$ cat src/rtl/alu_accum_seq_if.sv
// alu_accum_seq_if: control, operand and status bundle for alu_accum_seq
interface alu_accum_seq_if #(parameter int WIDTH = 8);
    logic on;
    logic start;
    logic [1:0] in_sel;
    logic [2:0] op;
    logic [WIDTH-1:0] operand_a;
    logic [WIDTH-1:0] operand_b;
    logic [WIDTH-1:0] acc;
    logic busy;
    logic done;
    logic overflow;
    logic [1:0] state;
    modport master (
        output on, start, in_sel, op, operand_a, operand_b,
        input acc, busy, done, overflow, state
    );
    modport slave (
        input on, start, in_sel, op, operand_a, operand_b,
        output acc, busy, done, overflow, state
    );
endinterface

$ cat src/rtl/alu_accum_seq.sv
// alu_accum_seq: accumulator ALU with OFF/READY/RUN/ERROR control FSM and iterative shift-add multiplier
module alu_accum_seq #(
    parameter int WIDTH = 8,
    parameter int CNT_W = 4
) (
    input logic clk,
    input logic rst,
    alu_accum_seq_if.slave bus
);
    typedef enum logic [1:0] {OFF = 2'b00, READY = 2'b01, RUN = 2'b10, ERROR = 2'b11} state_t;
    localparam logic [2:0] OP_MUL = 3'b110;
    state_t state_q, state_d;
    logic [WIDTH-1:0] acc_q, acc_d, b_q, b_d, a_lo, a_sel, fin_res;
    logic [2*WIDTH-1:0] a_q, a_d, prod_q, prod_d, prod_sum;
    logic [2:0] op_q, op_d;
    logic [CNT_W-1:0] cnt_q, cnt_d;
    logic done_q, done_d, ov_q, ov_d;
    logic [WIDTH:0] res;
    logic accept, is_mul, fin, fin_ov;
    assign a_lo = a_q[WIDTH-1:0];
    assign a_sel = bus.in_sel == 2'b01 ? bus.operand_a : bus.in_sel == 2'b10 ? '0 : acc_q;
    assign accept = state_q == READY && bus.on && bus.start;
    assign is_mul = op_q == OP_MUL;
    assign prod_sum = prod_q + (b_q[0] ? a_q : '0);
    assign fin = state_q == RUN && (!is_mul || cnt_q == CNT_W'(WIDTH - 1));
    assign fin_res = is_mul ? prod_sum[WIDTH-1:0] : res[WIDTH-1:0];
    assign fin_ov = is_mul ? |prod_sum[2*WIDTH-1:WIDTH] : res[WIDTH];
    // res[WIDTH] carries the ADD carry / SUB borrow and is zero for every other op
    always_comb begin
        res = '0;
        case (op_q)
            3'b000: res = {1'b0, a_lo & b_q};
            3'b001: res = {1'b0, a_lo | b_q};
            3'b010: res = {1'b0, a_lo ^ b_q};
            3'b011: res = {1'b0, ~a_lo};
            3'b100: res = {1'b0, a_lo} + {1'b0, b_q};
            3'b101: res = {1'b0, a_lo} - {1'b0, b_q};
            default: res = {1'b0, b_q};
        endcase
    end
    always_comb begin
        state_d = state_q;
        acc_d = acc_q;
        a_d = a_q;
        b_d = b_q;
        op_d = op_q;
        prod_d = prod_q;
        cnt_d = cnt_q;
        ov_d = ov_q;
        done_d = fin;
        case (state_q)
            OFF: state_d = bus.on ? READY : OFF;
            READY: state_d = !bus.on ? OFF : bus.start ? RUN : READY;
            RUN: state_d = !fin ? RUN : fin_ov ? ERROR : READY;
            default: state_d = READY;
        endcase
        if (accept) begin
            a_d = {{WIDTH{1'b0}}, a_sel};
            b_d = bus.operand_b;
            op_d = bus.op;
            prod_d = '0;
            cnt_d = '0;
            ov_d = 1'b0;
        end
        if (state_q == RUN) begin
            a_d = a_q << 1;
            b_d = b_q >> 1;
            prod_d = prod_sum;
            cnt_d = cnt_q + CNT_W'(1);
        end
        if (fin) begin
            acc_d = fin_res;
            ov_d = fin_ov;
        end
    end
    always_ff @(posedge clk) begin
        if (rst) begin
            state_q <= READY;
            acc_q <= '0;
            a_q <= '0;
            b_q <= '0;
            op_q <= '0;
            prod_q <= '0;
            cnt_q <= '0;
            ov_q <= 1'b0;
            done_q <= 1'b0;
        end else begin
            state_q <= state_d;
            acc_q <= acc_d;
            a_q <= a_d;
            b_q <= b_d;
            op_q <= op_d;
            prod_q <= prod_d;
            cnt_q <= cnt_d;
            ov_q <= ov_d;
            done_q <= done_d;
        end
    end
    assign bus.acc = acc_q;
    assign bus.busy = state_q == RUN;
    assign bus.done = done_q;
    assign bus.overflow = ov_q;
    assign bus.state = state_q;
endmodule

$ cat src/flat_wrapper.sv
// flat-port wrapper written by rule: the top's interface ports become plain ports
module alu_accum_seq_flat 
#(
    parameter int WIDTH = 8,
    parameter int CNT_W = 4
)
  (clk, rst, bus_on, bus_start, bus_in_sel, bus_op, bus_operand_a, bus_operand_b, bus_acc, bus_busy, bus_done, bus_overflow, bus_state);
  alu_accum_seq_if #(.WIDTH(WIDTH)) bus_i ();
  input logic clk;
  input logic rst;
  input wire logic [$bits(bus_i.on)-1:0] bus_on;
  input wire logic [$bits(bus_i.start)-1:0] bus_start;
  input wire logic [$bits(bus_i.in_sel)-1:0] bus_in_sel;
  input wire logic [$bits(bus_i.op)-1:0] bus_op;
  input wire logic [$bits(bus_i.operand_a)-1:0] bus_operand_a;
  input wire logic [$bits(bus_i.operand_b)-1:0] bus_operand_b;
  output wire logic [$bits(bus_i.acc)-1:0] bus_acc;
  output wire logic [$bits(bus_i.busy)-1:0] bus_busy;
  output wire logic [$bits(bus_i.done)-1:0] bus_done;
  output wire logic [$bits(bus_i.overflow)-1:0] bus_overflow;
  output wire logic [$bits(bus_i.state)-1:0] bus_state;
  assign bus_i.on = bus_on;
  assign bus_i.start = bus_start;
  assign bus_i.in_sel = bus_in_sel;
  assign bus_i.op = bus_op;
  assign bus_i.operand_a = bus_operand_a;
  assign bus_i.operand_b = bus_operand_b;
  assign bus_acc = bus_i.acc;
  assign bus_busy = bus_i.busy;
  assign bus_done = bus_i.done;
  assign bus_overflow = bus_i.overflow;
  assign bus_state = bus_i.state;
  alu_accum_seq #(.WIDTH(WIDTH), .CNT_W(CNT_W)) u_core (.clk(clk), .rst(rst), .bus(bus_i));
endmodule
$ cat config.mk
export PLATFORM = sky130hd
export DESIGN_NAME = alu_accum_seq_flat
export DESIGN_NICKNAME = d
export VERILOG_FILES = /design/src/rtl/alu_accum_seq_if.sv /design/src/rtl/alu_accum_seq.sv /design/src/flat_wrapper.sv
export SDC_FILE = /design/constraint.sdc
export NUM_CORES = 1
export LEC_CHECK = 0
export ABC_AREA = 1
export CAP_MARGIN = 10
export CORE_MARGIN = 8
export CORE_UTILIZATION = 53
export DETAILED_ROUTE_END_ITERATION = 8
export GPL_TIMING_DRIVEN = 0
export PLACE_DENSITY = 0.73
export SLEW_MARGIN = 20
export SYNTH_ARGS = -nofsm -noshare
export SYNTH_HDL_FRONTEND = slang
export SYNTH_SLANG_ARGS = --single-unit
$ cat constraint.sdc
create_clock -name clk -period 4 [get_ports clk]
set_input_delay 0.6 -clock clk [delete_from_list [all_inputs] [get_ports clk]]
set_output_delay 0.6 -clock clk [all_outputs]
set_load 0.005 [all_outputs]
==> flow_summary.toml <==
[outcome]
status = "complete, no violations"

[sta]
finalMaxSlewViolations = 0
tns_ps = 0
min_period_over_period = 0.771
fmax_ghz = 0.324
worstMarginPinSlew_ps = 619
setup_slack_ps = 917
period_needed_ps = 3080
setup_viol = 0
holdWs_ps = 470
relSlewSlack = 0.587
rsz0062_at_grt = "no"
hold_violations = 0
skew_ps = 13.8

[global_routing]
grt_usage = 0.235
grt-ovfl-total = 0
antenna_found_initial = 0
grt_pass1_vias = 4680
grt_pass1_wl_um = 22200
grt_max_degree = 11

[floorplanning]
die_h_um = 109
coreArea_mm2 = 0.00855
die-area_mm2 = 0.0119
rows = 34
fp.dieW_um = 109
initial_core_util = 0.538
io_pins = 38

[critical_path]
path_max_fanout = 9
worst_ep_arrival_time_ps = 3360
critical_path_required_ps = 4280
worst_path_most_repeated_cell = "inv_1"
crit_family = "simple AND/OR/NAND/NOR gates"
crit_path_start_kind = "flop"
crit_type = "flop to flop"
critPathBufInv = 5
cp_cell_sequence = "buf_2 -> inv_1 -> ha_1 -> nand3_1 -> nor3_1 -> or2_2 -> xor2_1 -> inv_1 -> ha_1 -> inv_1 -> nor3_1 -> nor3_1 -> nand2_1 -> nand2_1 -> nand3_1 -> nand2_1 -> inv_1 -> a21oi_1"
crit_path_top_delay_cell = "dfxtp_1"
end_kind = "flop"
slowest_delay_ps = 350

[yosys]
yosysUniqueCellTypes = 45
synth-main-ff-cell = "dfxtp_1"
synth_top_area_cell = "dfxtp_1"
syn-instance-count = 726
synthArstFlopShare = 0
syn_area_mm2 = 0.00460
synth_common_cells = "nand2_1 (241), inv_1 (104), dfxtp_1 (59)"
yosysMostFrequentCell = "nand2_1"
yosysSeqAreaShare = 0.257
synth_nets = 794
ys_seq_elements = 59
ys_top_cells_by_area = "dfxtp_1 (26%), nand2_1 (20%), ha_1 (11%)"
synth_area_per_cell_um2 = 6.34
yosysWarnings = 0
yosys.area.top_type_share = 0.257
synth-edff-count = 0

[detailed_routing]
drt_iter0_drc = 357
via_count = 4826
totalWireLength_um = 13500
drc = 0
avgRoutedWirePerCell_um = 15.3
vias_per_cell = 5.45
dr.pass1.iters = 5
antenna_left = 0

[placed_design]
io_buffers = 36
place_area_mm2 = 0.00510
hpwl_um = 10700
dp_cells = 870
pre_cts_ws_ps = 948
gp_congestion = 0.906

[power_and_ir_drop]
p_leak_nw = 2.58
vdd_drop_max_mv = 0.218
power_mw = 1.56
p_per_area_mw_per_mm2 = 293

[layout]
fillers = 834
drive_above_1_share = 0.0669
nNetsFinal = 841
seq_area_mm2 = 0.00118
area_delta_synth_final_pct = 15.4
final_cell_area_mm2 = 0.00531
diodes = 0
multi_input_area_mm2 = 0.00290
fin_util = 0.621
layout.cells.non_filler = 885

[worst_hold_path]
hp-class = "flop to flop"

[clocking]
clock_path_buffers = 2
clk_pin_slew_worst_paths_ps = 70
cts_setup_buffers = 0
clk_latency_ps = 350
root_buffer = "clkbuf_8"
htreeDepth = 3
cts_tree = "built"
cts_num_sinks = 59
postCtsHoldBufs = 0
numCtsBuffers = 9
cts_resized = 0

[flow_run]
max-cap-violations = 0
routing by layer:
metal / vias to the layer above / wire [um] / global-route usage
met3: 26 / 670 / 0.0319
met1: 2210 / 5790 / 0.279
li1: 2432 / - / -
met5: - / 0 / 0
met2: 158 / 6650 / 0.409
met4: 0 / 391 / 0.108
registers in the layout (all words and copies together), names as in the netlist:
| register | count |
|---|---|
| u_core.prod_q | 16 |
| u_core.op_q | 3 |
| u_core.b_q | 8 |
| u_core.a_q | 16 |
| u_core.cnt_q | 4 |
| u_core.bus.done | 1 |
| u_core.bus.state | 2 |
| u_core.bus.acc | 8 |
| u_core.bus.overflow | 1 |
worst min-delay path: stages (launching register included):
cell	delay, ps
dfxtp_1	310
nand2_1	60
a21oi_1	50
cell type report:
type	count	area share
inverters	112	0.0796
clock inverters	5	0.0146
well taps	108	0.0254
clock buffers	10	0.0259
repair buffers	36	0.0678
flip-flops and latches	59	0.222
plain buffers	21	0.0188
multi-input cells	534	0.545
power breakdown:
part           internal, mW  switching, mW
clock                 0.362          0.246
sequential            0.602         0.0258
combinational         0.126          0.197
worst paths after layout:
check                   startpoint             endpoint  slack [ps]  cells after the start
setup reg to reg     u_core.b_q[0]  u_core.bus.overflow         920                     18
setup / recovery     u_core.b_q[0]  u_core.bus.overflow         920                     18
hold / removal    u_core.prod_q[2]     u_core.prod_q[2]         470                      2
hold reg to reg   u_core.prod_q[2]     u_core.prod_q[2]         470                      2
layout by cell type (no fill, tap or decap), types with 2 or more instances in the layout:
master	count
clkbuf_1	12
nand3_1	42
o2111ai_1	2
o21ai_0	30
nand3b_1	4
nor3_1	7
buf_4	2
ha_1	41
clkinv_2	2
nor2_4	3
nor2_2	2
nand2_1	241
and2_1	3
clkbuf_8	10
nand4_1	8
inv_2	6
xnor2_1	3
a221oi_1	2
buf_2	5
clkdlybuf4s50_1	36
dfxtp_1	59
a31oi_1	16
inv_1	104
xor2_1	10
fa_1	2
or2_2	6
o21ai_1	2
a21oi_2	4
nand2_2	2
nor2_1	28
bufinv_16	2
a21oi_1	58
o211ai_1	6
logic make-up (layout without fill, tap and decap cells):
family	after synthesis	count (layout)	synth area share
and+or+nand+nor	351	351	0.326
adders and majority gates	43	43	0.120
AOI/OAI and AO/OA	127	127	0.159
DFF	59	59	0.257
buffers and inverters	133	184	0.114
xor gates and xnor gates	13	13	0.0247
Note: power is estimated with default switching activity, not from simulation.
